### src/rtl/pipelined_cla_adder_pkg.sv
`default_nettype none
// ============================================================================
//  Module      : pipelined_cla_adder_pkg
//  Description : Shared constants and helpers for the pipelined lookahead
//                adder: lookahead group width and the stage-count function.
//  Revision    : 1.0 - initial release
// ============================================================================
package pipelined_cla_adder_pkg;

    // Every pipeline stage resolves one lookahead group of this many bits.
    localparam int GROUP_W = 4;

    // Number of pipeline stages (and the latency in cycles) for a given width.
    function automatic int calc_nstage(input int width);
        return width / GROUP_W;
    endfunction

endpackage
`default_nettype wire

### src/rtl/pipelined_cla_adder_if.sv
`default_nettype none
// ============================================================================
//  Module      : pipelined_cla_adder_if
//  Description : Operand/result handshake bundle for the pipelined adder.
//                The master issues operations and consumes results; the
//                slave is the adder itself.
//  Revision    : 1.0 - initial release
// ============================================================================
interface pipelined_cla_adder_if #(
    parameter int WIDTH = 16
);
    logic             in_valid;
    logic             in_ready;
    logic [WIDTH-1:0] A;
    logic [WIDTH-1:0] B;
    logic             C0;
    logic             SUB;
    logic             out_valid;
    logic             out_ready;
    logic [WIDTH-1:0] F;
    logic             COUT;
    logic             OV;
    logic             Z;

    modport master (
        output in_valid, A, B, C0, SUB, out_ready,
        input  in_ready, out_valid, F, COUT, OV, Z
    );

    modport slave (
        input  in_valid, A, B, C0, SUB, out_ready,
        output in_ready, out_valid, F, COUT, OV, Z
    );
endinterface
`default_nettype wire

### src/rtl/pipelined_cla_adder_cla_group4.sv
`default_nettype none
// ============================================================================
//  Module      : cla_group4
//  Description : Combinational 4-bit carry-lookahead group. Produces the sum,
//                the group generate/propagate terms and the group carry-out.
//  Revision    : 1.0 - initial release
// ============================================================================
module cla_group4 (
    input  wire  [3:0] a,
    input  wire  [3:0] b,
    input  wire        c,
    output logic [3:0] s,
    output logic       g_out,
    output logic       p_out,
    output logic       cout
);
    logic [3:0] w_g;
    logic [3:0] w_p;
    logic [3:0] w_c;

    // Flattened lookahead: every internal carry depends only on g/p and c,
    // never on a neighbouring carry, so the group has no ripple path.
    always_comb begin
        w_g    = a & b;
        w_p    = a | b;
        w_c[0] = c;
        w_c[1] = w_g[0] | (w_p[0] & c);
        w_c[2] = w_g[1] | (w_p[1] & w_g[0]) | (w_p[1] & w_p[0] & c);
        w_c[3] = w_g[2] | (w_p[2] & w_g[1]) | (w_p[2] & w_p[1] & w_g[0])
               | (w_p[2] & w_p[1] & w_p[0] & c);
        g_out  = w_g[3] | (w_p[3] & w_g[2]) | (w_p[3] & w_p[2] & w_g[1])
               | (w_p[3] & w_p[2] & w_p[1] & w_g[0]);
        p_out  = &w_p;
        cout   = g_out | (p_out & c);
        s      = a ^ b ^ w_c;
    end
endmodule
`default_nettype wire

### src/rtl/pipelined_cla_adder.sv
`default_nettype none
// ============================================================================
//  Module      : pipelined_cla_adder
//  Description : Pipelined carry-lookahead adder/subtractor. One 4-bit
//                lookahead group is resolved per stage; the group carry and
//                the operands travel down the pipe with the partial sum.
//                The final stage registers F together with COUT/OV/Z.
//  Revision    : 1.0 - initial release
// ============================================================================
module pipelined_cla_adder
    import pipelined_cla_adder_pkg::*;
#(
    parameter int WIDTH = 16
) (
    input wire                   clk,
    input wire                   rst,
    pipelined_cla_adder_if.slave bus
);
    localparam int NSTAGE = calc_nstage(WIDTH);
    localparam int TOP    = NSTAGE - 1;

    // One pipeline slot: partial sum so far, carry into the next group and
    // the conditioned operands whose upper groups are still to be summed.
    typedef struct packed {
        logic             valid;
        logic [WIDTH-1:0] sum;
        logic             carry;
        logic [WIDTH-1:0] a;
        logic [WIDTH-1:0] b;
    } stage_t;

    stage_t r_stg [NSTAGE];
    stage_t w_src [NSTAGE];
    logic   r_ov;
    logic   r_z;
    logic   w_advance;

    // The whole pipe moves in lock-step unless a held result blocks it.
    assign w_advance    = !r_stg[TOP].valid || bus.out_ready;
    assign bus.in_ready = w_advance;

    // Subtraction is A + ~B + ~C0, so C0 acts as a borrow-in.
    assign w_src[0] = '{valid: bus.in_valid,
                        sum:   '0,
                        carry: bus.SUB ? ~bus.C0 : bus.C0,
                        a:     bus.A,
                        b:     bus.SUB ? ~bus.B : bus.B};

    generate
        for (genvar k = 0; k < NSTAGE; k++) begin : g_stage
            logic [GROUP_W-1:0] w_s;
            logic               w_cout;
            // Group G/P are only needed by a second lookahead level; here the
            // group carry is carried forward through the stage registers.
            logic               w_unused_g;
            logic               w_unused_p;
            stage_t             w_next;

            if (k > 0) begin : g_chain
                assign w_src[k] = r_stg[k-1];
            end

            cla_group4 u_group (
                .a     (w_src[k].a[GROUP_W*k +: GROUP_W]),
                .b     (w_src[k].b[GROUP_W*k +: GROUP_W]),
                .c     (w_src[k].carry),
                .s     (w_s),
                .g_out (w_unused_g),
                .p_out (w_unused_p),
                .cout  (w_cout)
            );

            // Merge this group's sum bits and carry into the travelling slot.
            always_comb begin
                w_next                               = w_src[k];
                w_next.sum[GROUP_W*k +: GROUP_W]     = w_s;
                w_next.carry                         = w_cout;
            end

            // Stage register: holds when stalled, bubbles advance like data.
            always_ff @(posedge clk or posedge rst) begin
                if (rst) begin
                    r_stg[k] <= '0;
                end else if (w_advance) begin
                    r_stg[k] <= w_next;
                end
            end

            if (k == TOP) begin : g_flags
                // Carry into the MSB is recovered as a^b^s of that bit,
                // so overflow needs no extra tap inside the group.
                always_ff @(posedge clk or posedge rst) begin
                    if (rst) begin
                        r_ov <= 1'b0;
                        r_z  <= 1'b0;
                    end else if (w_advance) begin
                        r_ov <= w_next.a[WIDTH-1] ^ w_next.b[WIDTH-1]
                              ^ w_next.sum[WIDTH-1] ^ w_next.carry;
                        r_z  <= (w_next.sum == '0);
                    end
                end
            end
        end
    endgenerate

    assign bus.out_valid = r_stg[TOP].valid;
    assign bus.F         = r_stg[TOP].sum;
    assign bus.COUT      = r_stg[TOP].carry;
    assign bus.OV        = r_ov;
    assign bus.Z         = r_z;

endmodule
`default_nettype wire

### src/flat_wrapper.sv
// flat-port wrapper written by rule: the top's interface ports become plain ports
module pipelined_cla_adder_flat import pipelined_cla_adder_pkg::*;
#(
    parameter int WIDTH = 16
)
  (clk, rst, bus_in_valid, bus_A, bus_B, bus_C0, bus_SUB, bus_out_ready, bus_in_ready, bus_out_valid, bus_F, bus_COUT, bus_OV, bus_Z);
  pipelined_cla_adder_if #(.WIDTH(WIDTH)) bus_i ();
  input wire clk;
  input wire rst;
  input wire logic [$bits(bus_i.in_valid)-1:0] bus_in_valid;
  input wire logic [$bits(bus_i.A)-1:0] bus_A;
  input wire logic [$bits(bus_i.B)-1:0] bus_B;
  input wire logic [$bits(bus_i.C0)-1:0] bus_C0;
  input wire logic [$bits(bus_i.SUB)-1:0] bus_SUB;
  input wire logic [$bits(bus_i.out_ready)-1:0] bus_out_ready;
  output wire logic [$bits(bus_i.in_ready)-1:0] bus_in_ready;
  output wire logic [$bits(bus_i.out_valid)-1:0] bus_out_valid;
  output wire logic [$bits(bus_i.F)-1:0] bus_F;
  output wire logic [$bits(bus_i.COUT)-1:0] bus_COUT;
  output wire logic [$bits(bus_i.OV)-1:0] bus_OV;
  output wire logic [$bits(bus_i.Z)-1:0] bus_Z;
  assign bus_i.in_valid = bus_in_valid;
  assign bus_i.A = bus_A;
  assign bus_i.B = bus_B;
  assign bus_i.C0 = bus_C0;
  assign bus_i.SUB = bus_SUB;
  assign bus_i.out_ready = bus_out_ready;
  assign bus_in_ready = bus_i.in_ready;
  assign bus_out_valid = bus_i.out_valid;
  assign bus_F = bus_i.F;
  assign bus_COUT = bus_i.COUT;
  assign bus_OV = bus_i.OV;
  assign bus_Z = bus_i.Z;
  pipelined_cla_adder #(.WIDTH(WIDTH)) u_core (.clk(clk), .rst(rst), .bus(bus_i));
endmodule
### config.mk
export PLATFORM = sky130hd
export DESIGN_NAME = pipelined_cla_adder_flat
export DESIGN_NICKNAME = d
export VERILOG_FILES = /design/src/rtl/pipelined_cla_adder_pkg.sv /design/src/rtl/pipelined_cla_adder_if.sv /design/src/rtl/pipelined_cla_adder_cla_group4.sv /design/src/rtl/pipelined_cla_adder.sv /design/src/flat_wrapper.sv
export SDC_FILE = /design/constraint.sdc
export NUM_CORES = 1
export LEC_CHECK = 0
export BUFFER_PORTS_ARGS = -buffer_cell sky130_fd_sc_hd__buf_2
export CORE_MARGIN = 4
export CORE_UTILIZATION = 25
export CTS_CLUSTER_DIAMETER = 60
export DETAILED_ROUTE_END_ITERATION = 8
export PLACE_DENSITY_LB_ADDON = 0.15
export SLEW_MARGIN = 10
export SYNTH_ARGS = -nofsm -noshare
export SYNTH_HDL_FRONTEND = slang
export SYNTH_SLANG_ARGS = --single-unit
### constraint.sdc
create_clock -name clk -period 3.9 [get_ports clk]
set_clock_uncertainty 0.2 [all_clocks]
set_input_delay 0.78 -clock clk [delete_from_list [all_inputs] [get_ports clk]]
set_output_delay 0.78 -clock clk [all_outputs]
set_load 0.01 [all_outputs]
* Word-level counts from Yosys, hierarchy flattened
Cells that the tools add are included.
** Operators by class
- Add/subtract/negate cells :: 0
- Multipliers :: 0
- Div/mod/pow operators :: 0
- Order comparisons :: 0
- Eq/ne operators :: 0
- Shift-type cells :: 0
- Mux-type cells :: 2
- Bitwise logic cells :: 121
- Reductions and logical operators :: 7
** Operator list (number)
- AND 1 bit :: 60
- OR 1 bit :: 40
- bitwise XOR 4 bit :: 8
- AND 4 bit :: 4
- logical NOT 16 bit :: 1
- 2-to-1 mux 16 bit :: 1
- NOT 16 bit :: 1
- OR 4 bit :: 4
- AND reduction 4 bit :: 4
- bitwise XOR 1 bit :: 3
- logical NOT 1 bit :: 1
- logical OR 1 bit :: 1
- 2-to-1 mux 1 bit :: 1
- NOT 1 bit :: 1
** Storage, ports and cells
- Flip-flop bits (word level) :: 146
- Latch bits :: 0
- RAM bits :: 0
- ROM bits :: 0
- Bits of input ports :: 38
- Word-level logic and storage cells :: 150
- Memories :: 0

* Logic depth before layout (Yosys ltp)
Gate-level depths: netlist (run 1).
- Depth in word-level cells :: 8
- Depth in mapped cells :: 10

* By module
From an unflattened synthesis (run 1), not the netlist that was laid out.
** Unflattened totals
- Cell total of the unflattened synthesis :: 575
- Area total of the unflattened synthesis :: 5079.9 um^2
** By module, submodules not included
- pipelined_cla_adder :: instances 1, cells an instance 443, area an instance 4003.8 um^2, seq. area each 2452.4 um^2
- cla_group4 :: instances 4, cells an instance 33, area an instance 269.0 um^2, seq. area each 0.0 um^2

* Worst setup path after synthesis (run 1)
No wires, ideal clock.
- Kind :: input port to flip-flop
- From :: input bus_SUB
- To :: register u_core.r_stg, in the netlist u_core.g_stage[1].w_next[36]
- Setup time :: 0.135 ns
- Data arrival time :: 2.297 ns
- Required time :: 3.565 ns
- Slack :: 1.268 ns
- Stages :: 9
- Path buffers :: 2
- Cell sequence :: buf_6 > buf_2 > xor2_1 > inv_1 > ha_1 > o311a_1 > o21bai_2 > xnor2_1 > o21ai_0
** On the way
- Cells in the longest elaborated chain, start to end :: 7
** Ends and longest elaborated chain
- from (decl) :: line flat_wrapper.sv:14 : input wire logic [$bits(bus_i.SUB)-1:0] bus_SUB;
- 2-to-1 mux 16 bit :: line pipelined_cla_adder.sv:47 : b: bus.SUB ? ~bus.B : bus.B};
- OR 4 bit / AND 4 bit (equally long branches) :: line pipelined_cla_adder_cla_group4.sv:25, pipelined_cla_adder_cla_group4.sv:24
- AND 1 bit, on equally long branches :: line pipelined_cla_adder_cla_group4.sv:29, pipelined_cla_adder_cla_group4.sv:30
- OR 1 bit, or another cell as far along :: line pipelined_cla_adder_cla_group4.sv:29 : w_c[3] = w_g[2] | (w_p[2] & w_g[1]) | (w_p[2] & w_p[1] & w_g[0])
- OR 1 bit / AND 1 bit (equally long branches) :: line pipelined_cla_adder_cla_group4.sv:29, pipelined_cla_adder_cla_group4.sv:30
- OR 1 bit :: line pipelined_cla_adder_cla_group4.sv:30 : | (w_p[2] & w_p[1] & w_p[0] & c);
- bitwise XOR 4 bit (*) :: line pipelined_cla_adder_cla_group4.sv:35 : s = a ^ b ^ w_c;
- to (signal, indexed assignment) :: line pipelined_cla_adder.sv:85 : r_stg[k] <= w_next;
- to (decl) :: line pipelined_cla_adder.sv:32 : stage_t r_stg [NSTAGE];
Mark *: on every way between the ends. The rest lies on a longest branch, timed or not.
A chain may end at the register's enable or synchronous reset.

* Final worst setup path (run 1)
Same ends and word-level chain as after synthesis.

==> results of run 1 <==
-- sequential cells by signal (all words and copies together) (netlist names) --
signal and cells:
u_core.bus.Z 1, u_core.bus.OV 1, u_core.bus.out_valid 1, u_core.bus.COUT 1
u_core.r_stg 3, u_core.g_stage.w_next 75, u_core.bus.F 16
-- worst max path at each step --
| stage | startpoint | end | slack, ps |
|---|---|---|---|
| 2_1_floorplan | rst | u_core.bus.COUT | 360 |
| 3_3_place_gp | bus_SUB | u_core.g_stage[1].w_next[36] | 1090 |
| 5_1_grt | bus_SUB | u_core.g_stage[1].w_next[36] | 1260 |
| 3_5_place_dp | bus_SUB | u_core.g_stage[1].w_next[36] | 980 |
| 4_1_cts | bus_SUB | u_core.g_stage[1].w_next[36] | 1360 |
| 6_report | bus_SUB | u_core.g_stage[1].w_next[36] | 1380 |
-- placed cells by master, fill, tap and decap left out, types with 2 or more instances in the layout --
| master | n |
|---|---|
| buf_4 | 3 |
| clkinvlp_4 | 2 |
| buf_2 | 58 |
| inv_1 | 38 |
| dfrtp_1 | 98 |
| mux2_2 | 5 |
| nand3_1 | 2 |
| clkinv_2 | 3 |
| ha_1 | 33 |
| nor4_1 | 2 |
| o21ai_0 | 39 |
| nand2_1 | 180 |
| fa_1 | 4 |
| o31ai_1 | 2 |
| a21oi_1 | 9 |
| nand2b_1 | 2 |
| o21bai_1 | 3 |
| nor2_1 | 11 |
| xnor2_1 | 13 |
| bufinv_16 | 2 |
| nor2b_4 | 2 |
| clkbuf_16 | 9 |
| nor3_1 | 2 |
| nor2b_1 | 2 |
| xor2_1 | 14 |
| o21a_1 | 2 |
-- metal layers --
metal	global-route usage	share of wire	vias up
met5	0	0	-
met4	0.0280	0.010	0
met3	0.0309	0.037	8
met2	0.165	0.48	44
met1	0.125	0.47	1526
li1	-	-	1648
-- logic make-up after synthesis --
family / count (synthesis)
adders and majority gates: 37
and+or+nand+nor: 206
xor gates and xnor gates: 27
DFF: 98
buffers and inverters: 63
AOI/OAI and AO/OA: 61
muxes: 5
-- final cells by class --
type                       count  share of cell area
inverter                      40              0.0279
timing repair buffer          62              0.0603
multi-input combinational    336               0.358
clock buffer                   9              0.0408
tap                          229              0.0519
clock inverter                 7              0.0170
sequential                    98               0.444
-- metrics by stage --
step / cell area, um^2 / hold WS, ps / power (mW) / cells / util
finish: 5520 / 261 / 4.18 / 781 / 0.304
global route: 5520 / 289 / 4.57 / 781 / 0.304
CTS: 5520 / 265 / 4.28 / 781 / 0.304
detailed placement: 5200 / 253 / 3.30 / 765 / 0.287
global placement: 5200 / 248 / 3.25 / 765 / 0.287
floorplan: 4670 / 230 / 2.81 / 497 / -
-- power breakdown --
part | leakage, nW | internal (mW) | switching (mW) | total, mW
Sequential | 1.18 | 1.47 | 0.278 | 1.75
Clock | 0.151 | 0.560 | 0.389 | 0.949
Combinational | 1.47 | 0.622 | 0.858 | 1.48
Total | 2.81 | 2.65 | 1.52 | 4.18
==> metrics, run 1 <==
worst reg-to-reg setup slack=1830 ps; min cycle time layout=2520 ps; final period utilization=0.646; reg2reg start=u_core.g_stage[3].w_next[28]; Fmax achieved=397 MHz; CP max FO=17; drt wl/cell=12.6 um; asr flop ratio synth=1.00; XOR/XNOR share of the synthesized area=0.0506; Critical Path Sink Type=flop; final setup vio count=0; setup TNS=0 ps; CP bufs+invs=2; total track usage=0.0992; max-slew violations=0; core box area=18,100 um^2; post-synthesis mux area share=0.0121; Unique masters post-synth=33; Die Y-Extent=145 um; top post-synthesis cells by count=nand2_1, dfrtp_1, inv_1, o21ai_0, ha_1; crit-path max cell delay=420 ps; vias in the first global route=3,308; Final Hold Violating Endpoints=0; Compound-Gate Fraction of Synth Area=0.0771; cts bufs inserted=9; Worst Hold Launch=u_core.g_stage[3].w_next[49]; Detailed Route Iter0 Violations=144; final net count=622; maxcap violations=0; Slew Limit Headroom=0.473; vias per cell=4.13; Crit path max-delay family=compound AO/OA/AOI/OAI gates; area grow syn2layout=18.2%; Sink Count=98; die footprint=20,900 um^2; ys flop type=dfrtp_1; RePlAce Congestion=0.709; Synth area leaders=dfrtp_1, nand2_1, ha_1, o21ai_0, inv_1; Worst Hold Depth=1; setup ws final=1380 ps; die span in x=145 um; fraction of layout cells with a size suffix above 1=0.167; area of the multi-input gates=1970 um^2; Crit Path Class=in2reg; vias=3,226; worst path cell trace=buf_2 > xor2_1 > inv_1 > ha_1 > o311a_1 > o21bai_2 > xnor2_1 > o21ai_0; WP depth=8; Remaining DRCs=0; Slowest-stage cell, CP=buf_2; RSZ-0062 raised after global routing=false; PwrDens=757 nW/um^2; # port buffers=58; Pleak=2.81 nW; Post-synth EDFFs=0; largest net degree at the start of global routing=116; Root Buffer=clkbuf_16; first-pass GRT wire length=16,400 um; placement row count=49; post-route ant nets=0; Startpoint Class=input port; sequential share of the synthesized area=0.525; maximum VDD drop=0.000293 V; Critical Path RT=3900 ps; synthesized area per cell=9.40 um^2; register area=2450 um^2; post-cts resize count=0; Syn. warnings=0; share of the synthesized area in the top cell type=0.525; count leader, synth=nand2_1; post-synthesis adder-cell area fraction=0.106; main combinational cell family by area after synthesis=simple AND/OR/NAND/NOR gates; status=finished clean; Synth area leader=dfrtp_1; Initial Util=0.257; Post-CTS Setup Bufs=0; Worst Hold Path EP=u_core.bus.out_valid; R2R depth=7; mapped cell area=4670 um^2; Clock transition at path regs=60 ps; #FFs+latches synth=98; Final HPWL DP=6730 um; Least-Margin Pin Slew=790 ps; First-pass DRT Iterations=4; CTS tree=yes; Synth Area in Simple Gates=0.176; H-tree Lvls=3; Bufs on Longest Clock Path=2; Hold Path Class=reg2reg; Net Count, Synth=572; synthesized instance count=497; initial antenna violation count=0; drt total wl=9820 um; fill cell count=1,955; I/O pin cnt=59; CTS Hold Buffers Added=0; Clk Latency, worst-skew pair=350 ps; Antenna Diode Count=0; total grt overflow=0; Post-Place Worst Slack=978 ps; Worst EP arrival=2520 ps; Worst R2R End=u_core.bus.Z
Power figures use the tool's default switching activity.
==> run 2, diff against run 1 <==
Clock period 3.9 ns to 2.1 ns, I/O delays scaled along.
==> run 2 against run 1 <==
- the flow now finishes with violations (hold timing)
- worst hold slack worse by 310 ps
- non-clock buffer count increased by 4
- critical path depth is 1 lower
- cell area grew 0.91%
- power rose by 87%
- wire length increased by 0.70%
- sequential share of layout area decreased by 0.40 points
- die area unchanged
- combinational power up 89%
- clock-buffer cell count increased by 2
- core utilization grew 0.28 points
==> metrics, run 2 (synthesis gave the netlist of run 1 again) <==
area grow syn2layout=19.2%; drt total wl=9890 um (+0.70%); vias=3,193 (-1.0%); most frequent cells in the layout=nand2_1, dfrtp_1, buf_2, o21ai_0, inv_1; Remaining DRCs=0 (unchanged); CP max FO=4 (-13); RePlAce Congestion=0.742 (+4.7%); Slew Limit Headroom=0.602 (+0.129); Antenna Diode Count=0 (unchanged); Detailed Route Iter0 Violations=153 (+6.3%); Clock transition at path regs=70 ps (about the same); fraction of layout cells with a size suffix above 1=0.175 (+0.00842); Sink Count=98 (unchanged); Root Buffer=clkbuf_16; final period utilization=0.939; total grt overflow=0 (unchanged); final setup vio count=0 (unchanged); CTS Hold Buffers Added=0 (unchanged); placement row count=49 (unchanged); Least-Margin Pin Slew=597 ps (-193 ps); cts bufs inserted=9 (unchanged); Hold Path Class=in2async; Crit Path Class=reg2reg; Critical Path Sink Type=flop; die span in x=145 um (unchanged); Critical Path RT=2150 ps (-1750 ps); Fin Hold WS=-51.8 ps (-313 ps); vias per cell=4.08 (-1.3%); Fmax achieved=507 MHz; total track usage=0.104 (+0.00468); Die Y-Extent=145 um (unchanged); I/O pin cnt=59 (unchanged); first-pass GRT wire length=17,000 um (+4.0%); Startpoint Class=flop; status=finished, violations left; core box area=18,100 um^2 (unchanged); # port buffers=58 (unchanged); vias in the first global route=3,355 (+1.4%); setup TNS=0 ps (unchanged); max-slew violations=0 (unchanged); First-pass DRT Iterations=4 (unchanged); post-route ant nets=0 (unchanged); failing checks=hold timing; die footprint=20,900 um^2 (unchanged); Final HPWL DP=6900 um (+2.5%); CTS tree=yes; min cycle time layout=1970 ps; PwrDens=1400 nW/um^2 (+86%); initial antenna violation count=0 (unchanged); H-tree Lvls=3 (unchanged); maximum VDD drop=0.000313 V (+6.8%); maxcap violations=0 (unchanged); RSZ-0062 raised after global routing=false; drt wl/cell=12.6 um (+0.45%); Initial Util=0.257 (unchanged); Total Power=7.82 mW (+87%); Pleak=2.83 nW (+0.64%); fill cell count=1,943 (-0.61%); R2R depth=7 (unchanged); final net count=626 (+0.64%); Bufs on Longest Clock Path=2 (unchanged); leading cell type in the layout, fill and taps excluded=nand2_1; largest net degree at the start of global routing=99 (-15%); Clk Latency, worst-skew pair=340 ps (about the same); Final Hold Violating Endpoints=9 (+9); flip-flop count of the largest register after layout=75 (unchanged); Worst EP arrival=2020 ps (-500 ps); design area=5570 um^2 (+0.91%); Post-CTS Setup Bufs=0 (unchanged); dpl cell area=5260 um^2 (+1.1%)
==> run 2: cell type report <==
class,count,area (um^2),area share
Sequential cell,98,2450,0.440
Multi-Input combinational cell,336,1980,0.355
Tap cell,229,287,0.0514
Clock buffer,11,243,0.0436
Inverter,40,155,0.0279
Clock inverter,3,65.1,0.0117
Timing Repair Buffer,66,388,0.0696
==> run 2: worst max-delay path, stage by stage (launching register included) <==
cell and delay [ps]:
dfrtp_1 410, inv_2 90, ha_2 190, nor2b_4 40
or3_4 330, a21oi_4 170, xnor2_1 110, o41ai_2 320
==> run 2: routing by layer <==
layer	wire, um	track usage	share of wire
met5	0	0	0
met4	200	0.0442	0.020
met3	361	0.0204	0.037
met2	4150	0.150	0.42
met1	5180	0.151	0.52
==> run 2: power breakdown <==
group	switching [mW]	internal [mW]	leakage [nW]
clock network	0.690	1.06	0.151
logic	1.60	1.20	1.49
registers	0.544	2.73	1.18
==> run 2: path summary, 6_finish.rpt <==
| kind | start | endpoint | slack (ps) |
|---|---|---|---|
| max in group asynchronous | rst | u_core.g_stage[1].w_next[31] | 1230 |
| min | rst | u_core.g_stage[1].w_next[29] | -50 |
| min reg2reg | u_core.bus.F[7] | u_core.bus.F[7] | 270 |
| max reg2reg | u_core.g_stage[3].w_next[28] | u_core.bus.Z | 130 |
| max | u_core.g_stage[3].w_next[28] | u_core.bus.Z | 130 |
| min in group clk | bus_A[9] | u_core.g_stage[1].w_next[25] | 70 |
==> run 2: per-stage QoR <==
stage,utilization,instances,hold WS (ps),worst slack (ps)
after floorplan,-,497,230,-50.1
after global placement,0.290,769,244,-5.14
after detailed placement,0.290,769,256,-58.4
final,0.307,783,-51.8,128
after global routing,0.307,783,72.9,12.5
after CTS,0.307,783,52.4,67.5
==> run 2: what timing repair did <==
action,4_1_cts,5_1_grt
resized for setup,0,3
endpoints found under the setup margin,0,2
endpoints found under the hold margin,0,0
